==> src/rtl/leaf_share_arbiter.sv <==
// leaf_share_arbiter
// Shares one BFT leaf port between the two pages of a double-subdivided
// partial-reconfiguration region.
//   Egress : each page's outbound packets go into a small FIFO. The FIFOs are
//            merged round-robin onto dout_leaf_interface2bft. When the BFT
//            raises resend, the last driven packet is driven again.
//   Ingress: din_leaf_bft2interface is steered to page 0 or page 1 by its
//            destination-leaf field. Valid packets that match neither page are
//            dropped and counted.
// Ports:
//   clk_400, reset_400            - clock, asynchronous active-high reset
//   din_leaf_bft2interface        - packet from the BFT
//   dout_leaf_interface2bft       - merged packet to the BFT (registered)
//   resend                        - BFT rejected the previously driven packet
//   din_leaf_bft2interface_0/_1   - demuxed packet to page 0/1 (registered)
//   dout_leaf_interface2bft_0/_1  - outbound packet from page 0/1
//   resend_0/_1                   - page packet of last cycle was not captured
//   drop_count                    - saturating count of unroutable ingress packets
module leaf_share_arbiter #(
  parameter int unsigned PKT_W      = 49,
  parameter int unsigned ADDR_HI    = 47,
  parameter int unsigned ADDR_LO    = 43,
  parameter logic [ADDR_HI-ADDR_LO:0] PAGE0_ADDR = 5'd2,
  parameter logic [ADDR_HI-ADDR_LO:0] PAGE1_ADDR = 5'd3,
  parameter int unsigned FIFO_DEPTH = 4
) (
  input  logic             clk_400,
  input  logic             reset_400,
  input  logic [PKT_W-1:0] din_leaf_bft2interface,
  output logic [PKT_W-1:0] dout_leaf_interface2bft,
  input  logic             resend,
  output logic [PKT_W-1:0] din_leaf_bft2interface_0,
  output logic [PKT_W-1:0] din_leaf_bft2interface_1,
  input  logic [PKT_W-1:0] dout_leaf_interface2bft_0,
  input  logic [PKT_W-1:0] dout_leaf_interface2bft_1,
  output logic             resend_0,
  output logic             resend_1,
  output logic [15:0]      drop_count
);

  localparam int unsigned PTR_W = (FIFO_DEPTH > 1) ? $clog2(FIFO_DEPTH) : 1;
  localparam int unsigned CNT_W = PTR_W + 1;
  localparam logic [CNT_W-1:0] DEPTH_C = CNT_W'(FIFO_DEPTH);
  localparam logic [PKT_W-1:0] PKT_ZERO = {PKT_W{1'b0}};

  typedef enum logic [1:0] {
    ST_IDLE  = 2'd0,
    ST_SEND  = 2'd1,
    ST_RETRY = 2'd2
  } state_t;

  // Egress FIFO storage, one per page
  logic [PKT_W-1:0] page_pkt_s [2];
  logic [PKT_W-1:0] fifo_mem_r [2][FIFO_DEPTH];
  logic [PTR_W-1:0] wr_ptr_r   [2];
  logic [PTR_W-1:0] rd_ptr_r   [2];
  logic [CNT_W-1:0] count_r    [2];
  logic [1:0]       push_s;
  logic [1:0]       pop_s;
  logic [1:0]       nonempty_s;
  logic [1:0]       full_s;
  logic [1:0]       page_resend_r;

  // Egress merge FSM
  state_t           state_r, state_s;
  logic [PKT_W-1:0] out_r, out_s;
  logic [PKT_W-1:0] saved_r, saved_s;
  logic             last_grant_r, last_grant_s;
  logic             grant_s;

  // Ingress demux
  logic [PKT_W-1:0] in0_r, in0_s;
  logic [PKT_W-1:0] in1_r, in1_s;
  logic [15:0]      drop_r, drop_s;
  logic             in_valid_s;
  logic             hit0_s;
  logic             hit1_s;

  assign page_pkt_s[0] = dout_leaf_interface2bft_0;
  assign page_pkt_s[1] = dout_leaf_interface2bft_1;

  // FIFO status and capture decision; fullness uses the registered count so a
  // same-cycle pop never makes room for a push.
  always_comb begin
    push_s     = 2'b00;
    nonempty_s = 2'b00;
    full_s     = 2'b00;
    for (int p = 0; p < 2; p++) begin
      nonempty_s[p] = (count_r[p] != {CNT_W{1'b0}});
      full_s[p]     = (count_r[p] >= DEPTH_C);
      push_s[p]     = page_pkt_s[p][PKT_W-1] & ~full_s[p];
    end
  end

  // Per-page FIFO pointers, occupancy and page-side resend flag
  always_ff @(posedge clk_400 or posedge reset_400) begin
    if (reset_400) begin
      for (int p = 0; p < 2; p++) begin
        wr_ptr_r[p] <= {PTR_W{1'b0}};
        rd_ptr_r[p] <= {PTR_W{1'b0}};
        count_r[p]  <= {CNT_W{1'b0}};
        for (int i = 0; i < FIFO_DEPTH; i++) begin
          fifo_mem_r[p][i] <= PKT_ZERO;
        end
      end
      page_resend_r <= 2'b00;
    end else begin
      for (int p = 0; p < 2; p++) begin
        if (push_s[p]) begin
          fifo_mem_r[p][wr_ptr_r[p]] <= page_pkt_s[p];
          wr_ptr_r[p] <= wr_ptr_r[p] + PTR_W'(1'b1);
        end
        if (pop_s[p]) begin
          rd_ptr_r[p] <= rd_ptr_r[p] + PTR_W'(1'b1);
        end
        count_r[p]       <= count_r[p] + CNT_W'(push_s[p]) - CNT_W'(pop_s[p]);
        page_resend_r[p] <= page_pkt_s[p][PKT_W-1] & full_s[p];
      end
    end
  end

  // Merge FSM next state: retry beats send beats idle. A resend while the
  // output is invalid is ignored.
  always_comb begin
    state_s      = ST_IDLE;
    out_s        = PKT_ZERO;
    saved_s      = saved_r;
    last_grant_s = last_grant_r;
    grant_s      = 1'b0;
    pop_s        = 2'b00;
    if (resend && (state_r != ST_IDLE) && out_r[PKT_W-1]) begin
      state_s = ST_RETRY;
      out_s   = saved_r;
    end else if (nonempty_s != 2'b00) begin
      // On a tie the page that did not win last time goes next; otherwise
      // the only non-empty page wins.
      if (nonempty_s == 2'b11) begin
        grant_s = ~last_grant_r;
      end else begin
        grant_s = nonempty_s[1];
      end
      state_s      = ST_SEND;
      out_s        = fifo_mem_r[grant_s][rd_ptr_r[grant_s]];
      saved_s      = out_s;
      last_grant_s = grant_s;
      pop_s        = grant_s ? 2'b10 : 2'b01;
    end else begin
      state_s = ST_IDLE;
    end
  end

  // Merge FSM registers; last_grant resets to 1 so page 0 wins the first tie
  always_ff @(posedge clk_400 or posedge reset_400) begin
    if (reset_400) begin
      state_r      <= ST_IDLE;
      out_r        <= PKT_ZERO;
      saved_r      <= PKT_ZERO;
      last_grant_r <= 1'b1;
    end else begin
      state_r      <= state_s;
      out_r        <= out_s;
      saved_r      <= saved_s;
      last_grant_r <= last_grant_s;
    end
  end

  // Ingress routing by destination leaf and saturating drop counter
  always_comb begin
    in_valid_s = din_leaf_bft2interface[PKT_W-1];
    hit0_s     = (din_leaf_bft2interface[ADDR_HI:ADDR_LO] == PAGE0_ADDR);
    hit1_s     = (din_leaf_bft2interface[ADDR_HI:ADDR_LO] == PAGE1_ADDR);
    in0_s      = PKT_ZERO;
    in1_s      = PKT_ZERO;
    drop_s     = drop_r;
    if (in_valid_s && hit0_s) begin
      in0_s = din_leaf_bft2interface;
    end else if (in_valid_s && hit1_s) begin
      in1_s = din_leaf_bft2interface;
    end else if (in_valid_s && (drop_r != 16'hFFFF)) begin
      drop_s = drop_r + 16'd1;
    end else begin
      drop_s = drop_r;
    end
  end

  // Ingress output registers
  always_ff @(posedge clk_400 or posedge reset_400) begin
    if (reset_400) begin
      in0_r  <= PKT_ZERO;
      in1_r  <= PKT_ZERO;
      drop_r <= 16'd0;
    end else begin
      in0_r  <= in0_s;
      in1_r  <= in1_s;
      drop_r <= drop_s;
    end
  end

  assign dout_leaf_interface2bft  = out_r;
  assign din_leaf_bft2interface_0 = in0_r;
  assign din_leaf_bft2interface_1 = in1_r;
  assign resend_0                 = page_resend_r[0];
  assign resend_1                 = page_resend_r[1];
  assign drop_count               = drop_r;

endmodule

==> config.mk <==
export PLATFORM = sky130hd
export DESIGN_NAME = leaf_share_arbiter
export DESIGN_NICKNAME = d
export VERILOG_FILES = /design/src/rtl/leaf_share_arbiter.sv
export SDC_FILE = /design/constraint.sdc
export NUM_CORES = 1
export LEC_CHECK = 0
export CORE_UTILIZATION = 45
export CTS_BUF_LIST = sky130_fd_sc_hd__clkbuf_4 sky130_fd_sc_hd__clkbuf_8
export CTS_CLUSTER_DIAMETER = 60
export DETAILED_ROUTE_END_ITERATION = 12
export PLACE_DENSITY = 0.67
export SETUP_SLACK_MARGIN = 0.5
export SLEW_MARGIN = 20
export SYNTH_ARGS = -nofsm -noshare
export SYNTH_HDL_FRONTEND = slang
export SYNTH_SLANG_ARGS = --single-unit
export TNS_END_PERCENT = 1
==> constraint.sdc <==
create_clock -name clk_400 -period 61.2 [get_ports clk_400]
set_input_delay 6.12 -clock clk_400 [delete_from_list [all_inputs] [get_ports clk_400]]
set_output_delay 6.12 -clock clk_400 [all_outputs]
set_load 0.03 [all_outputs]
# Word level (Yosys, flattened, before mapping)
# Index checks and enable logic that the tools add are counted.
word_totals:
  register_bits: 623
  input_bits: 150
  out_inout_bits: 165
  word_cells: 98
op_classes:
  n_addsub: 9
  order_cmp: 8
  n_eq_ne: 4
  n_mux: 28
  n_bitwise: 14
  n_reduce_logical: 13
ops:
  columns: ["cell", "count"]
  rows:
  - ["196-bit 2-to-1 mux", 3]
  - ["49-bit 2-to-1 mux", 9]
  - ["196-bit bitwise mux", 2]
  - ["49-bit demux with 2-bit select", 2]
  - ["49-bit binary-select mux with 2-bit select", 1]
  - ["16-bit by 1-bit adder with 16-bit output (second input constant)", 1]
  - ["16-bit != test (second input constant)", 1]
  - ["3-bit >= comparator (second input constant)", 5]
  - ["2-bit 2-to-1 mux", 7]
  - ["5-bit by 2-bit equality test with 1-bit output (second input constant)", 2]
  - ["2-bit inverter with 3-bit output", 3]
  - ["2-bit by 1-bit adder with 2-bit output (second input constant)", 4]
  - ["1-bit logical AND", 7]
  - ["3-bit by 1-bit adder with 3-bit output", 2]
  - ["3-bit by 1-bit < comparator with 1-bit output (second input constant)", 2]
  - ["1-bit inverter", 6]
  - ["3-bit nonzero test", 2]
  - ["3-bit by 1-bit subtractor with 3-bit output", 2]
  - ["1-bit bitwise AND", 4]
  - ["1-bit 2-to-1 mux", 4]
  - ["2-bit nonzero test", 2]
  - ["3-bit AND reduction", 1]
  - ["2-bit equality test (second input constant)", 1]
  - ["2-bit >= comparator (second input constant)", 1]
  - ["2 further kinds", 2]

# Logic depth before layout (Yosys ltp)
# Gate-level depths: netlist of run 1.
logic_depth:
  depth_word: 15
  mapped_depth: 12
  depth_no_buf: 10

# Least setup slack after synthesis of run 1
# OpenSTA, ideal clock, no wires.
synth_timing:
  kind: "input-to-reg"
  startpoint: "input port resend"
  endpoint: "register count_r[5] (netlist name)"
  setup_time_ns: 0.128
  arrival_time_ns: 7.891
  required_ns: 61.072
  setup_slack_ns: 53.181
  stages: 12
  path_buffers: 2
  path_cell_list: "o211a_1 clkbuf_1 a21o_1 buf_2 nor2_1 ha_1 inv_1 ha_1 inv_1 fa_1 xnor2_1 xnor2_1"
synth_between:
  elab_chain_len: 4
synth_lines:
  columns: ["element", "line", "text"]
  rows:
  - ["start: declaration", "31", "input logic resend,"]
  - ["1-bit logical AND (2 in series)", "131", "if (resend && (state_r != ST_IDLE) && out_r[PKT_W-1]) begin"]
  - ["2-bit 2-to-1 mux", "131", null]
  - ["named net pop_s[0]", "59", "logic [1:0] pop_s;"]
  - ["3-bit by 1-bit subtractor with 3-bit output", "116", "count_r[p] <= count_r[p] + CNT_W'(push_s[p]) - CNT_W'(pop_s[p]);"]
  - ["end signal: indexed assignment", "101", "count_r[p] <= {CNT_W{1'b0}};"]
  - ["end signal: indexed assignment", "116", null]
  - ["end: declaration", "57", "logic [CNT_W-1:0] count_r [2];"]
# The timed path passes the listed nets, and every way through them passes these cells.
# A chain may end at the register's enable or synchronous reset.

==> results by group, run 1 <==
Run status
  – Status: finished, final reports clean

Timing
  – Tcrit/Tclk final: 14.9%
  – Final Hold Vio Count: 0
  – Setup TNS: 0 ns
  – Unrepaired setup endpoints after global routing: false
  – Max-slew violation count: 0
  – Fin crit period: 9.11 ns
  – Measured slew at the worst slew-check pin: 1.06 ns
  – Hold Slack: 0.468 ns
  – Slew headroom: 28.9%
  – # setup viols final: 0
  – Setup Skew: 0.0555 ns
  – FMAX: 0.110 GHz

Global routing
  – Global Route Usage Sum: 24.1%
  – Largest net degree at the start of global routing: 182
  – Initial antenna violation count: 8
  – Grt ovf: 0
  – First-pass GRT wire length: 111 mm
  – Vias in the first global route: 19,000

Die
  – Starting density of the core: 45.6%
  – Core area: 57,800 µm²
  – Rows: 88
  – Ports: 315
  – Die H: 244 µm
  – Die width: 244 µm
  – Die area: 59,600 µm²

Synth
  – Synth top area share: 59.0%
  – Yosys reg bits: 623
  – Avg Cell Area, Syn: 13.5 µm²
  – Post-Syn Instances: 1,961
  – Yosys cell types: 47
  – Number of synthesized flops with an enable pin: 0
  – Post-synth ARST share: 100%
  – Yosys warns: 0
  – Top post-synthesis cells by area: dfrtp_1 59%, mux2_2 20%, mux2i_1 3.7%
  – Cell area after synthesis: 26,400 µm²
  – Leading register cell type out of synthesis: dfrtp_1
  – Seq/Total Area, Yosys: 59.1%
  – Largest area contributor in the netlist: dfrtp_1

Routing
  – Routed Antenna Nets: 0
  – Drt total wl: 70.9 mm
  – DR iter-0 viols: 966
  – Vias: 17,500
  – Via/cell ratio: 5.61
  – Post-route DRC: 0
  – WL/cell: 22.7 µm
  – Pre-antenna DRT Iters: 6

Run
  – Max_cap viols: 0

CTS
  – Clk sinks: 623
  – CTS H-tree lvls: 3
  – Clk slew on worst S/H paths: 0.07 ns
  – TritonCTS buffer count: 103
  – Post CTS Setup Buffer Count: 0
  – Root Driver: clkbuf_8
  – Clk_lat worst skew: 0.71 ns
  – CTS-repair resized insts: 0
  – CTS tree: built
  – Clock Path Buffers: 3
  – Cts hold-fix bufs: 0

Worst setup path
  – Crit path cell chain: clkdlybuf4s50_1, inv_8, buf_4, buf_4, buf_6
  – Capturing point of the worst reg2reg path: dout_leaf_interface2bft[7]
  – Slowest CP cell: buf_4
  – CP endpoint: saved_r[26]
  – CP peak stage delay: 0.85 ns
  – Crit-path most repeated cell: buf_4
  – Startpoint Class: input port
  – Worst path arrival time: 9.83 ns
  – CP required: 61.92 ns
  – FF-to-FF Start: count_r[4]
  – Worst r2r path cells: 7
  – Crit path max fanout: 137
  – Critical path class: input port to asynchronous set/reset pin
  – Worst setup EP type: asynchronous set/reset pin
  – Worst R2R Setup Slack: 57.52 ns
  – Critical path launch point: reset_400

Placement
  – GPL Wtd Cong: 0.794
  – Post-DP HPWL: 43.2 mm
  – Port Buffer Count: 314
  – Placed insts: 2,938

Hold path
  – Hold crit path type: register to register

Pwr
  – Leak pwr: 14.4 nW
  – Peak supply drop: 0.0478 mV
  – PD cells: 55.3 nW/µm²

Finish
  – Fraction of layout cells with a size suffix above 1: 30.0%
  – Final #Nets: 2,443
  – Layout filler cell count: 4,729
  – Commonest non-fill, non-tap cell in the layout: dfrtp_1
  – Post-route insts no fill: 3,126
  – Commonest cells after routing, fill and taps aside: 620 x dfrtp_1, 467 x mux2_2, 314 x clkdlybuf4s50_1
  – Area growth from synthesis to layout: 23.0%
-- flip-flops by register name, indices dropped and copies added, names as in the netlist --
name                      count
count_r                       6
fifo_mem_r                  392
wr_ptr_r                      4
din_leaf_bft2interface_1     49
din_leaf_bft2interface_0     49
last_grant_r                  1
drop_count                   16
state_r                       2
rd_ptr_r                      4
dout_leaf_interface2bft      49
page_resend_r                 2
saved_r                      49
-- cells by family (layout without fill, tap and decap cells) --
logic type / after synthesis / after routing / synth area share (%)
flops: 623 / 623 / 59.1
mux: 581 / 581 / 24.3
simple gates: 403 / 403 / 7.82
compound gates: 163 / 163 / 4.68
buf+inv: 151 / 543 / 2.49
xor+xnor: 24 / 24 / 0.797
fa+ha+maj: 15 / 15 / 0.768
other cells: 1 / 9 / 0.0142
-- worst max-delay path, delay by kind of cell --
kind                   cells  cell delay (ns)
buffers and inverters      5             3.50
-- layout make-up --
class	count	area, µm²	area share (%)
Sequential cell	623	15600	48.1
Clock buffer	167	2090	6.43
Multi-Input combinational cell	1193	10200	31.5
Clock inverter	19	146	0.451
Inverter	15	65.1	0.201
Antenna cell	2	5.00	0.0154
Timing Repair Buffer	342	3370	10.4
Tap cell	765	957	2.95
-- metal layers --
layer / vias up / global-route usage [%] / part of all wire [%]
li1: 7711 / - / -
met1: 9121 / 31.0 / 42
met2: 568 / 39.5 / 48
met3: 133 / 6.54 / 7.4
met4: 10 / 8.07 / 2.3
met5: - / 0 / 0.085
-- metrics by stage --
| stage | setup WS [ns] | total power, mW | util [%] | area (µm²) |
|---|---|---|---|---|
| global placement | 51.01 | 1.38 | 52.2 | 30200 |
| CTS | 51.64 | 1.80 | 56.1 | 32400 |
| finish | 52.09 | 1.80 | 56.1 | 32400 |
| detailed placement | 50.88 | 1.41 | 52.2 | 30200 |
| floorplan | 37.63 | 1.18 | - | 26400 |
| global route | 51.52 | 1.90 | 56.1 | 32400 |
-- worst min path at each step --
stage,start,end,slack [ns],depth (start not counted)
2_1_floorplan,fifo_mem_r[342],fifo_mem_r[342],0.43,1
3_3_place_gp,fifo_mem_r[342],fifo_mem_r[342],0.44,1
3_5_place_dp,fifo_mem_r[342],fifo_mem_r[342],0.45,1
4_1_cts,fifo_mem_r[293],fifo_mem_r[293],0.47,1
5_1_grt,fifo_mem_r[293],fifo_mem_r[293],0.47,1
6_report,fifo_mem_r[195],fifo_mem_r[195],0.47,1
-- synth_stat cells, types with 4 or more instances --
library cell,count
clkbuf_1,67
o2111ai_1,98
inv_1,14
dfrtp_1,622
xor2_1,15
mux2i_1,98
mux2_2,467
mux2_1,16
nand3_1,154
o21ai_1,9
buf_1,4
o21ai_0,42
nor2_1,7
buf_2,62
and3_1,4
xnor2_1,9
ha_1,13
and2_1,88
nand4_1,4
nand2_1,115
nor3_1,4
nand2b_1,8
-- report_power, final --
| group | total, mW | internal (mW) | switching, mW |
|---|---|---|---|
| clock | 0.387 | 0.219 | 0.167 |
| combinational | 0.711 | 0.327 | 0.384 |
| sequential | 0.698 | 0.592 | 0.106 |
| total | 1.80 | 1.14 | 0.657 |
No activity file was read; power rests on OpenSTA's default activity.
==> run 2, diff against run 1 <==
--- a/config.mk
+++ b/config.mk
@@ -9,7 +9,7 @@
 export CTS_BUF_LIST = sky130_fd_sc_hd__clkbuf_4 sky130_fd_sc_hd__clkbuf_8
 export CTS_CLUSTER_DIAMETER = 60
 export DETAILED_ROUTE_END_ITERATION = 12
-export PLACE_DENSITY = 0.67
+export PLACE_DENSITY = 0.69
 export SETUP_SLACK_MARGIN = 0.5
 export SLEW_MARGIN = 20
 export SYNTH_ARGS = -nofsm -noshare
==> constraint.sdc (replaced) <==
create_clock -name clk_400 -period 8.2 [get_ports clk_400]
set_input_delay 0.82 -clock clk_400 [delete_from_list [all_inputs] [get_ports clk_400]]
set_output_delay 0.82 -clock clk_400 [all_outputs]
set_load 0.03 [all_outputs]
==> run 2 against run 1 <==
- critical path depth rose by 4
- critical endpoint is now dout_leaf_interface2bft[27]
- critical path type is now input port to register
- global-route usage is 0.13 points higher
- sequential power grew to 7.5 times the previous value
==> results by group, run 2 (same netlist as run 1, synthesis figures left out) <==
Worst setup path
  – FF-to-FF Start: dout_leaf_interface2bft[48]
  – Critical path launch point: resend
  – Worst setup EP type: register
  – Worst path arrival time: 3.88 ns (-5.95 ns)
  – Startpoint Class: input port
  – Worst r2r path cells: 8 (+1)
  – Critical path class: input port to register
  – CP endpoint: dout_leaf_interface2bft[27]
  – Crit path max fanout: 52 (-62%)
  – CP required: 8.75 ns (-53.17 ns)
  – Worst R2R Setup Slack: 5.04 ns (-52.48 ns)
  – Capturing point of the worst reg2reg path: dout_leaf_interface2bft[27]

Global routing
  – Global Route Usage Sum: 24.3% (+0.13 points)
  – Vias in the first global route: 19,300 (+1.9%)
  – First-pass GRT wire length: 111 mm (-0.12%)
  – Initial antenna violation count: 6 (-2)
  – Grt ovf: 0 (unchanged)
  – Largest net degree at the start of global routing: 199 (+9.3%)

Routing
  – Pre-antenna DRT Iters: 6 (unchanged)
  – Vias: 17,600 (+0.29%)
  – DR iter-0 viols: 1,070 (+11%)
  – Drt total wl: 71.3 mm (+0.63%)
  – Post-route DRC: 0 (unchanged)
  – Routed Antenna Nets: 0 (unchanged)
  – Via/cell ratio: 5.62 (+0.16%)
  – WL/cell: 22.8 µm (+0.50%)

Finish
  – Commonest non-fill, non-tap cell in the layout: dfrtp_1
  – Final #Nets: 2,446 (+0.12%)
  – Area growth from synthesis to layout: 23.5%
  – Max reg flops: 392 (unchanged)
  – Post-route insts no fill: 3,130 (+0.13%)
  – Fin area: 32,600 µm² (+0.44%)
  – Fraction of layout cells with a size suffix above 1: 30.2% (+0.15 points)
  – Layout filler cell count: 4,690 (-0.82%)
  – Largest register by flop count: fifo_mem_r
  – Commonest cells after routing, fill and taps aside: 620 x dfrtp_1, 467 x mux2_2, 314 x clkdlybuf4s50_1

Pwr
  – Peak supply drop: 0.352 mV (+640%)
  – PD cells: 414 nW/µm² (+650%)
  – Total Power: 13.5 mW (+650%)
  – Leak pwr: 14.5 nW (+0.39%)

CTS
  – CTS tree: built
  – Clk_lat worst skew: 0.72 ns (about the same)
  – TritonCTS buffer count: 106 (+2.9%)
  – Clk sinks: 623 (unchanged)
  – Post CTS Setup Buffer Count: 0 (unchanged)
  – Clk slew on worst S/H paths: 0.06 ns (about the same)
  – CTS H-tree lvls: 3 (unchanged)
  – Clock Path Buffers: 3 (unchanged)
  – Root Driver: clkbuf_8
  – Cts hold-fix bufs: 0 (unchanged)
  – CTS-repair resized insts: 0 (unchanged)

Timing
  – Fin crit period: 3.33 ns
  – Tcrit/Tclk final: 40.7%
  – # setup viols final: 0 (unchanged)
  – Setup Skew: 0.0403 ns (-0.0152 ns)
  – Max-slew violation count: 0 (unchanged)
  – Final Hold Vio Count: 0 (unchanged)
  – Measured slew at the worst slew-check pin: 1.01 ns (-0.0552 ns)
  – Unrepaired setup endpoints after global routing: false
  – FMAX: 0.300 GHz
  – Worst setup margin: 4.87 ns (-47.23 ns)
  – Slew headroom: 32.9% (+4.0 points)
  – Hold Slack: 0.464 ns (-0.00383 ns)

Placement
  – Port Buffer Count: 314 (unchanged)
  – Post-DP HPWL: 42.6 mm (-1.5%)
  – Placed insts: 2,936 (-0.068%)
  – Place WS: 4.25 ns (-46.64 ns)
  – Area after DPL: 30,200 µm² (about the same)
  – GPL Wtd Cong: 0.827 (+4.2%)

Die
  – Ports: 315 (unchanged)
  – Rows: 88 (unchanged)
  – Starting density of the core: 45.6% (unchanged)
  – Die area: 59,600 µm² (unchanged)
  – Core area: 57,800 µm² (unchanged)
  – Die H: 244 µm (unchanged)
  – Die width: 244 µm (unchanged)

Run
  – Max_cap viols: 0 (unchanged)

Hold path
  – Hold path depth: 1 (unchanged)
  – Hold crit path type: register to register

Run status
  – Status: finished, final reports clean
==> run 2: cell count changes in the layout (fill, tap and decap cells not counted), sizes merged <==
cell / delta
diode: -1
clkinv: -4
inv: +1
clkinvlp: +2
bufinv: +1
clkbuf: +5
==> run 2: metrics by stage <==
step / util (%) / setup TNS [ns]
floorplan: - / -699.21
global placement: 52.3 / 0
detailed placement: 52.3 / 0
CTS: 56.3 / 0
global route: 56.4 / 0
finish: 56.4 / 0
==> run 2: layout make-up <==
cell class / count / area (µm²) / share of cell area (%)
clock buffer: 172 / 2120 / 6.50
sequential: 623 / 15600 / 47.9
multi-input combinational: 1193 / 10200 / 31.4
tap: 765 / 957 / 2.94
antenna: 1 / 2.50 / 0.00768
clock inverter: 19 / 186 / 0.572
inverter: 15 / 61.3 / 0.188
timing repair buffer: 342 / 3430 / 10.5
==> run 2: routing by layer <==
layer,global-route usage (%),vias up,share of wire [%]
li1,-,7705,-
met1,29.2,9037,39
met2,40.7,690,49
met3,7.52,154,8.6
met4,9.32,8,2.9
met5,0,-,0.077
==> run 2: worst min path at each step <==
stage / from / to / slack (ns)
6_report: fifo_mem_r[293] / fifo_mem_r[293] / 0.46
5_1_grt: rd_ptr_r[1] / rd_ptr_r[1] / 0.48
4_1_cts: fifo_mem_r[391] / fifo_mem_r[391] / 0.47
3_5_place_dp: fifo_mem_r[391] / fifo_mem_r[391] / 0.45
3_3_place_gp: fifo_mem_r[342] / fifo_mem_r[342] / 0.45
2_1_floorplan: fifo_mem_r[342] / fifo_mem_r[342] / 0.43
==> run 2: worst max-delay path, stage by stage <==
cell,delay (ns)
clkdlybuf4s50_1,0.46
o211a_2,0.17
buf_4,0.65
a21o_2,0.19
buf_4,0.66
clkinv_2,0.16
buf_4,0.35
o2111ai_1,0.23
nand3_1,0.12
==> run 2: power breakdown <==
| part | internal [mW] | total, mW | switching (mW) |
|---|---|---|---|
| sequential | 4.42 | 5.22 | 0.798 |
| clock | 1.70 | 2.96 | 1.26 |
| combinational | 2.44 | 5.30 | 2.86 |
| total | 8.56 | 13.5 | 4.92 |
